### config.mk
export PLATFORM = sky130hd
export DESIGN_NAME = ex_mem_pipe_stage
export DESIGN_NICKNAME = d
export VERILOG_FILES = /design/src/rtl/pipe_pkg.sv /design/src/rtl/pipe_sat_counter.sv /design/src/rtl/ex_mem_pipe_stage.sv
export SDC_FILE = /design/constraint.sdc
export NUM_CORES = 1
export LEC_CHECK = 0
export CORE_MARGIN = 2
export CORE_UTILIZATION = 50
export CTS_BUF_LIST = sky130_fd_sc_hd__clkbuf_16
export DETAILED_ROUTE_END_ITERATION = 6
export GPL_TIMING_DRIVEN = 0
export PLACE_DENSITY = 0.88
export SYNTH_ARGS = -nofsm -noshare
export SYNTH_HDL_FRONTEND = slang
export SYNTH_HIERARCHICAL = 1
export SYNTH_SLANG_ARGS = --single-unit
export TNS_END_PERCENT = 20
### constraint.sdc
create_clock -name clk -period 6.7 [get_ports clk]
set_input_delay 0.67 -clock clk [delete_from_list [all_inputs] [get_ports clk]]
set_output_delay 0.67 -clock clk [all_outputs]
set_load 0.02 [all_outputs]
### src/rtl/pipe_pkg.sv
// pipe_pkg: shared widths and the EX->MEM payload record
package pipe_pkg;
  localparam int PIPE_DATA_W = 32;
  localparam int PIPE_RD_W = 5;
  localparam int PIPE_CNT_W = 16;
  typedef struct packed {
    logic [PIPE_DATA_W-1:0] alu_result;
    logic [PIPE_DATA_W-1:0] write_data;
    logic [PIPE_RD_W-1:0]   rd;
    logic [PIPE_DATA_W-1:0] pc_plus4;
  } ex_mem_payload_t;
endpackage

### src/rtl/pipe_sat_counter.sv
// pipe_sat_counter: event counter that sticks at all-ones, cleared only by reset
module pipe_sat_counter #(
  parameter int W = 16
) (
  input  logic         clk,
  input  logic         reset,
  input  logic         inc,
  output logic [W-1:0] count
);
  // count qualifying cycles, holding once the top value is reached
  always_ff @(posedge clk or posedge reset)
    if (reset) count <= '0;
    else if (inc && count != {W{1'b1}}) count <= count + 1'b1;
endmodule

### src/rtl/ex_mem_pipe_stage.sv
// ex_mem_pipe_stage: EX->MEM register slice with handshake, flush, optional skid and perf counters
module ex_mem_pipe_stage
  import pipe_pkg::*;
#(
  parameter int DATA_W = PIPE_DATA_W,
  parameter int RD_W   = PIPE_RD_W,
  parameter int SKID   = 1,
  parameter int CNT_W  = PIPE_CNT_W
) (
  input  logic              clk,
  input  logic              reset,
  input  logic              flush,
  input  logic              in_valid,
  output logic              in_ready,
  input  logic [DATA_W-1:0] in_alu_result,
  input  logic [DATA_W-1:0] in_write_data,
  input  logic [DATA_W-1:0] in_pc_plus4,
  input  logic [RD_W-1:0]   in_rd,
  output logic              out_valid,
  input  logic              out_ready,
  output logic [DATA_W-1:0] out_alu_result,
  output logic [DATA_W-1:0] out_write_data,
  output logic [DATA_W-1:0] out_pc_plus4,
  output logic [RD_W-1:0]   out_rd,
  output logic [CNT_W-1:0]  stall_cnt,
  output logic [CNT_W-1:0]  bubble_cnt
);
  ex_mem_payload_t w_in, r_m, w_s;
  logic r_m_valid, w_s_valid, w_in_fire, w_out_fire, w_stall_inc, w_bubble_inc;
  assign w_in = '{alu_result: PIPE_DATA_W'(in_alu_result), write_data: PIPE_DATA_W'(in_write_data),
                  rd: PIPE_RD_W'(in_rd), pc_plus4: PIPE_DATA_W'(in_pc_plus4)};
  assign w_in_fire = in_valid && in_ready;
  assign w_out_fire = r_m_valid && out_ready;
  generate
    if (SKID != 0) begin : g_skid
      ex_mem_payload_t r_s;
      logic r_s_valid;
      // skid slot catches a beat accepted while M is stuck, and drains into M first
      always_ff @(posedge clk or posedge reset)
        if (reset) begin
          r_s_valid <= 1'b0;
          r_s <= '0;
        end else if (flush) begin
          r_s_valid <= 1'b0;
          r_s <= '0;
        end else if (r_s_valid && w_out_fire) r_s_valid <= 1'b0;
        else if (w_in_fire && r_m_valid && !out_ready) begin
          r_s_valid <= 1'b1;
          r_s <= w_in;
        end
      assign w_s_valid = r_s_valid;
      assign w_s = r_s;
      assign in_ready = !r_s_valid;
    end else begin : g_noskid
      assign w_s_valid = 1'b0;
      assign w_s = '0;
      assign in_ready = !r_m_valid || out_ready;
    end
  endgenerate
  // main register: refill from skid first, else from EX when empty or draining
  always_ff @(posedge clk or posedge reset)
    if (reset) begin
      r_m_valid <= 1'b0;
      r_m <= '0;
    end else if (flush) begin
      r_m_valid <= 1'b0;
      r_m <= '0;
    end else if (w_s_valid && w_out_fire) r_m <= w_s;
    else if (w_in_fire && (!r_m_valid || out_ready)) begin
      r_m_valid <= 1'b1;
      r_m <= w_in;
    end else if (w_out_fire) r_m_valid <= 1'b0;
  assign out_valid = r_m_valid;
  assign out_alu_result = DATA_W'(r_m.alu_result);
  assign out_write_data = DATA_W'(r_m.write_data);
  assign out_pc_plus4 = DATA_W'(r_m.pc_plus4);
  assign out_rd = RD_W'(r_m.rd);
  assign w_stall_inc = r_m_valid && !out_ready;
  assign w_bubble_inc = !r_m_valid;
  pipe_sat_counter #(.W(CNT_W)) u_stall_cnt (.clk(clk), .reset(reset), .inc(w_stall_inc), .count(stall_cnt));
  pipe_sat_counter #(.W(CNT_W)) u_bubble_cnt (.clk(clk), .reset(reset), .inc(w_bubble_inc), .count(bubble_cnt));
endmodule

# ---- Yosys cells after proc, flatten, opt, wreduce, memory -nomap -nowiden
# Cells that the tools add are included.
dict set report classes {
  add_sub_neg 2
  multipliers 0
  n_div 0
  order_cmp 0
  eq_ne 3
  shifts 0
  muxes 13
  bitwise_logic 0
  reduce_logical 19
}
# op n
set ops {}
lappend ops {{$mux W101} 6}
lappend ops {{$add A16 B1 Y16 const B} 2}
lappend ops {{$ne A16 B16 Y1 const B} 2}
lappend ops {{$logic_and A1 B1 Y1} 9}
lappend ops {{$reduce_bool A3 Y1} 3}
lappend ops {{$mux W1} 7}
lappend ops {{$reduce_and A2 Y1} 2}
lappend ops {{$logic_not A1 Y1} 3}
lappend ops {{$ne A2 B2 Y1 const B} 1}
lappend ops {{$reduce_bool A2 Y1} 1}
lappend ops {{$logic_or A1 B1 Y1} 1}
dict set report totals {
  register_bits 236
  latchBits 0
  ram_bits 0
  rom_bits 0
  out_inout_bits 135
  wordCells 49
  mem_count 0
}

# ---- Logic depth before layout (Yosys ltp)
dict set report depth {
  depth_word 7
  ltp_mapped 7
  ltp_nobuf 5
}

# ---- Hierarchy
# Netlist, hierarchy kept.
# mod n_inst cells_per_inst area_per_inst_um2
set by_module_without_submodules {}
lappend by_module_without_submodules {ex_mem_pipe_stage 1 612 8637.0}
lappend by_module_without_submodules {pipe_sat_counter 2 71 805.8}

# ---- Worst setup path before layout
# OpenSTA, ideal clock, no wires.
dict set report synth_path {
  kind {flip-flop to flip-flop}
  startpoint {register r_m_valid, in the netlist out_valid}
  endpoint {register u_stall_cnt.count[14]}
  arrival_ns 1.741
  setup_slack_ns 4.834
  path_stages_with_launch 7
  synth_period_minus_slack_ns 1.866
  path_cell_list {dfrtp_1 buf_2 nor2b_2 and4_1 nand3_1 nor2_1 mux2_2}
}
dict set report synth_via {
  elab_chain_cells 2
}
# element line
set synth_rtl {}
lappend synth_rtl {{start: declaration} ex_mem_pipe_stage.sv:29} ;# logic r_m_valid, w_s_valid, w_in_fire, w_out_fire, w_stall_inc, w_bubble_inc;
lappend synth_rtl {{start signal: assignment} ex_mem_pipe_stage.sv:63} ;# r_m_valid <= 1'b0;
lappend synth_rtl {{start signal: assignment} ex_mem_pipe_stage.sv:66} ;# r_m_valid <= 1'b0;
lappend synth_rtl {{start signal: assignment} ex_mem_pipe_stage.sv:70} ;# r_m_valid <= 1'b1;
lappend synth_rtl {{$logic_and A1 B1 Y1} ex_mem_pipe_stage.sv:78} ;# assign w_stall_inc = r_m_valid && !out_ready;
lappend synth_rtl {{named net w_stall_inc} ex_mem_pipe_stage.sv:29}
lappend synth_rtl {{$logic_and A1 B1 Y1} pipe_sat_counter.sv:13} ;# else if (inc && count != {W{1'b1}}) count <= count + 1'b1;
lappend synth_rtl {{end signal: assignment} pipe_sat_counter.sv:13}
lappend synth_rtl {{end: declaration} pipe_sat_counter.sv:8} ;# output logic [W-1:0] count
# The timed path passes the listed nets, and every way through them passes these cells.
# A chain may end at the register's enable or synchronous reset.

# ---- Worst setup path after layout
dict set report layout_path {
  startpoint {register g_skid.r_s_valid}
  endpoint {output port in_ready}
}
dict set report layout_via {
  elab_chain_cells 1
}
# element line
set layout_rtl {}
lappend layout_rtl {{start: declaration} ex_mem_pipe_stage.sv:37} ;# logic r_s_valid;
lappend layout_rtl {{start signal: assignment} ex_mem_pipe_stage.sv:41} ;# r_s_valid <= 1'b0;
lappend layout_rtl {{start signal: assignment} ex_mem_pipe_stage.sv:44} ;# r_s_valid <= 1'b0;
lappend layout_rtl {{start signal: assignment} ex_mem_pipe_stage.sv:46} ;# end else if (r_s_valid && w_out_fire) r_s_valid <= 1'b0;
lappend layout_rtl {{$logic_not A1 Y1} ex_mem_pipe_stage.sv:53} ;# assign in_ready = !r_s_valid;
lappend layout_rtl {{end: declaration} ex_mem_pipe_stage.sv:14} ;# output logic in_ready,
# Every way passes these cells.

==> results.ini <==
[flow_run]
max-cap-violations=0

[yosys]
synth_seq_cells=236
yosysWarnings=6
synth_edf_count=0
ys_top_cells_by_count=236 x dfrtp_1, 174 x a22o_1, 61 x mux2_2
synth.top_cell.area_share_pct=57.6
syn-num-nets=862
synthCells=754
synthDistinctLibCells=40
avgSynthCellArea_um2=13.6
synth.area.top_cells=dfrtp_1 58%, a22o_1 15%, mux2_2 6.7%, mux2_4 4.4%, xnor2_1 1.9%
synth_area_um2=10200
ys_seq_area_share_pct=57.6
synth_most_common_cell=dfrtp_1
synth_largest_area_cell=dfrtp_1
async_flop_share_pct=100
ys.flop_type=dfrtp_1

[sta]
fmax_ghz=0.408
hold_violations=0
drv_slew=0
skew_ns=0.00656
finalSetupViolCount=0
timing.final.crit_share_pct=36.6
worstMarginPinSlew_ns=0.686
rsz0062_at_grt=false
post-route-min-period_ns=2.45
timing.slew.headroom_pct=54.3

[floorplanning]
row_count=52
die_w_um=147
die-height_um=147
start_util_pct=50.8
die_area_um2=21700
core_area_um2=20200
ios=241

[power]
p_total_w=0.00365
power.density_nw_per_um2=265
ir_worst_vdd_uv=223
p_leak_nw=6.46

[finish]
area_growth_pct=34.6
stdcell_area_um2=13800
seq_area_um2=5910
drive_above_1_share_pct=18.3
multi_input_area_um2=3990
layout.nets=1129
fillers=1416

[route]
drtIter0Drc=403
first_pass_iters=5
antenna_left=0
vias_per_cell=5.74
vias=7523
drcViolationCount=0
wire_per_inst_um=20.6
drt_wl_total_mm=26.9

[setup_path]
cp.arrival_ns=1.78
critPathSlowestCell=clkdlybuf4s50_1
startpoint_type=flip-flop
critical-path-top-delay-family=buffers and inverters
path_class=reg -> out
cp_max_fo=7
cp-end-kind=primary output
path_cells=buf_6, inv_1, clkdlybuf4s50_1
crit_path_max_incr_delay_ns=0.65
worst-path-buf-inv=3
crit_required_ns=6.03

[global_route]
antenna_found_initial=2
grt_max_degree=107
track_usage_pct=24.5
first_global_vias=7860
gr-total-overflow=0
grt_pass1_wl_mm=42.7

[clocking]
cts-htree-levels=1
cts_buffer_depth=3
cts-root-buf=clkbuf_16
postCtsSetupRepairBufs=0
cts_resized=0
ctsHoldBuffers=0
clk_transition_reported_paths_ns=0.06
clock_latency_ns=0.52
numCtsBuffers=24
clkSinkCount=236
cts_tree=yes

[worst_hold_path]
hold_path_class=reg -> reg

[placement]
port_buffers=240
gp_congestion=0.847
dpl.hpwl_mm=18.5
dpl_cell_area_um2=13000

[run_status]
status=complete, no violations

[sequential cells by signal, indices dropped and copies added, names as in the netlist]
name / flops
out_rd: 5
u_bubble_cnt/count: 16
out_pc_plus4: 32
out_valid: 1
g_skid.r_s: 101
g_skid.r_s_valid: 1
out_write_data: 32
out_alu_result: 32
u_stall_cnt/count: 16
[power by group]
group          internal, W  total (W)  switching, W
logic             0.000359   0.000703      0.000344
clock network     0.000753    0.00131      0.000561
registers          0.00153    0.00164      0.000104
[routing by layer]
layer  share of wire (%)  wire length (um)  track usage, %
met2                  49             13200            40.6
met1                  42             11300            32.8
met3                 6.1              1650            4.69
met4                 2.9               792            7.98
met5                   0                 0               0
[placed cells by master (no fill, tap or decap), drive strengths merged]
cell / n
ha: 2
clkbuf: 41
o21bai: 1
nor4: 2
o21a: 2
bufinv: 2
nand4bb: 1
nand4: 14
buf: 43
nor2: 8
a21boi: 1
a21o: 1
mux2: 91
o21ba: 1
nor4bb: 1
a21oi: 19
dfrtp: 236
xnor2: 22
and4: 8
and2: 2
a31oi: 1
nor2b: 1
nand2: 43
or3: 1
clkdlybuf4s50: 240
mux2i: 17
a22o: 174
clkinv: 11
diode: 2
and3: 10
nand2b: 2
and4b: 1
inv: 7
nand3: 15
o2bb2ai: 14
clkinvlp: 3
[worst paths after layout]
path | start | end | cells past startpoint | slack, ns
max in group asynchronous | reset | out_alu_result[23] | 3 | 5.01
worst max register to register | out_valid | out_alu_result[9] | 6 | 4.61
worst min-delay path | out_pc_plus4[4] | out_pc_plus4[4] | 1 | 0.49
worst min register to register | out_pc_plus4[4] | out_pc_plus4[4] | 1 | 0.49
min in group asynchronous | reset | out_pc_plus4[1] | 2 | 0.71
worst max-delay path | g_skid.r_s_valid | in_ready | 3 | 4.25
[cells by family (layout without fill, tap and decap cells)]
logic type      count (synthesis)  count (layout)  synth area share [%]
mux                           108             108                  12.8
other cells                     0               2                     0
xor+xnor                       22              22                  1.88
buf+inv                        63             347                  3.46
simple gates                  109             109                  6.42
flops                         236             236                  57.6
compound gates                214             214                  17.6
fa+ha+maj                       2               2                 0.244
[stage by stage]
step           hold slack [ns]  util (%)  cells  worst slack, ns  setup TNS (ns)
4_1_cts                  0.493      68.4   1308             4.22               0
6_report                 0.488      68.4   1310             4.25               0
3_3_place_gp             0.475      64.4   1264            -2.12         -429.13
3_5_place_dp             0.478      64.6   1265             3.86               0
2_1_floorplan            0.473         -    754            0.463               0
5_1_grt                  0.513      68.4   1310             4.18               0
[area by class of cell]
| cell class | count | share of cell area [%] |
|---|---|---|
| Multi-Input combinational cell | 455 | 28.9 |
| Clock inverter | 18 | 1.04 |
| Sequential cell | 236 | 42.8 |
| Tap cell | 270 | 2.45 |
| Inverter | 5 | 0.190 |
| Clock buffer | 25 | 4.53 |
| Timing Repair Buffer | 241 | 17.6 |
| Antenna cell | 2 | 0.0363 |
| Buffer | 58 | 2.43 |
Power figures use the tool's default switching activity.
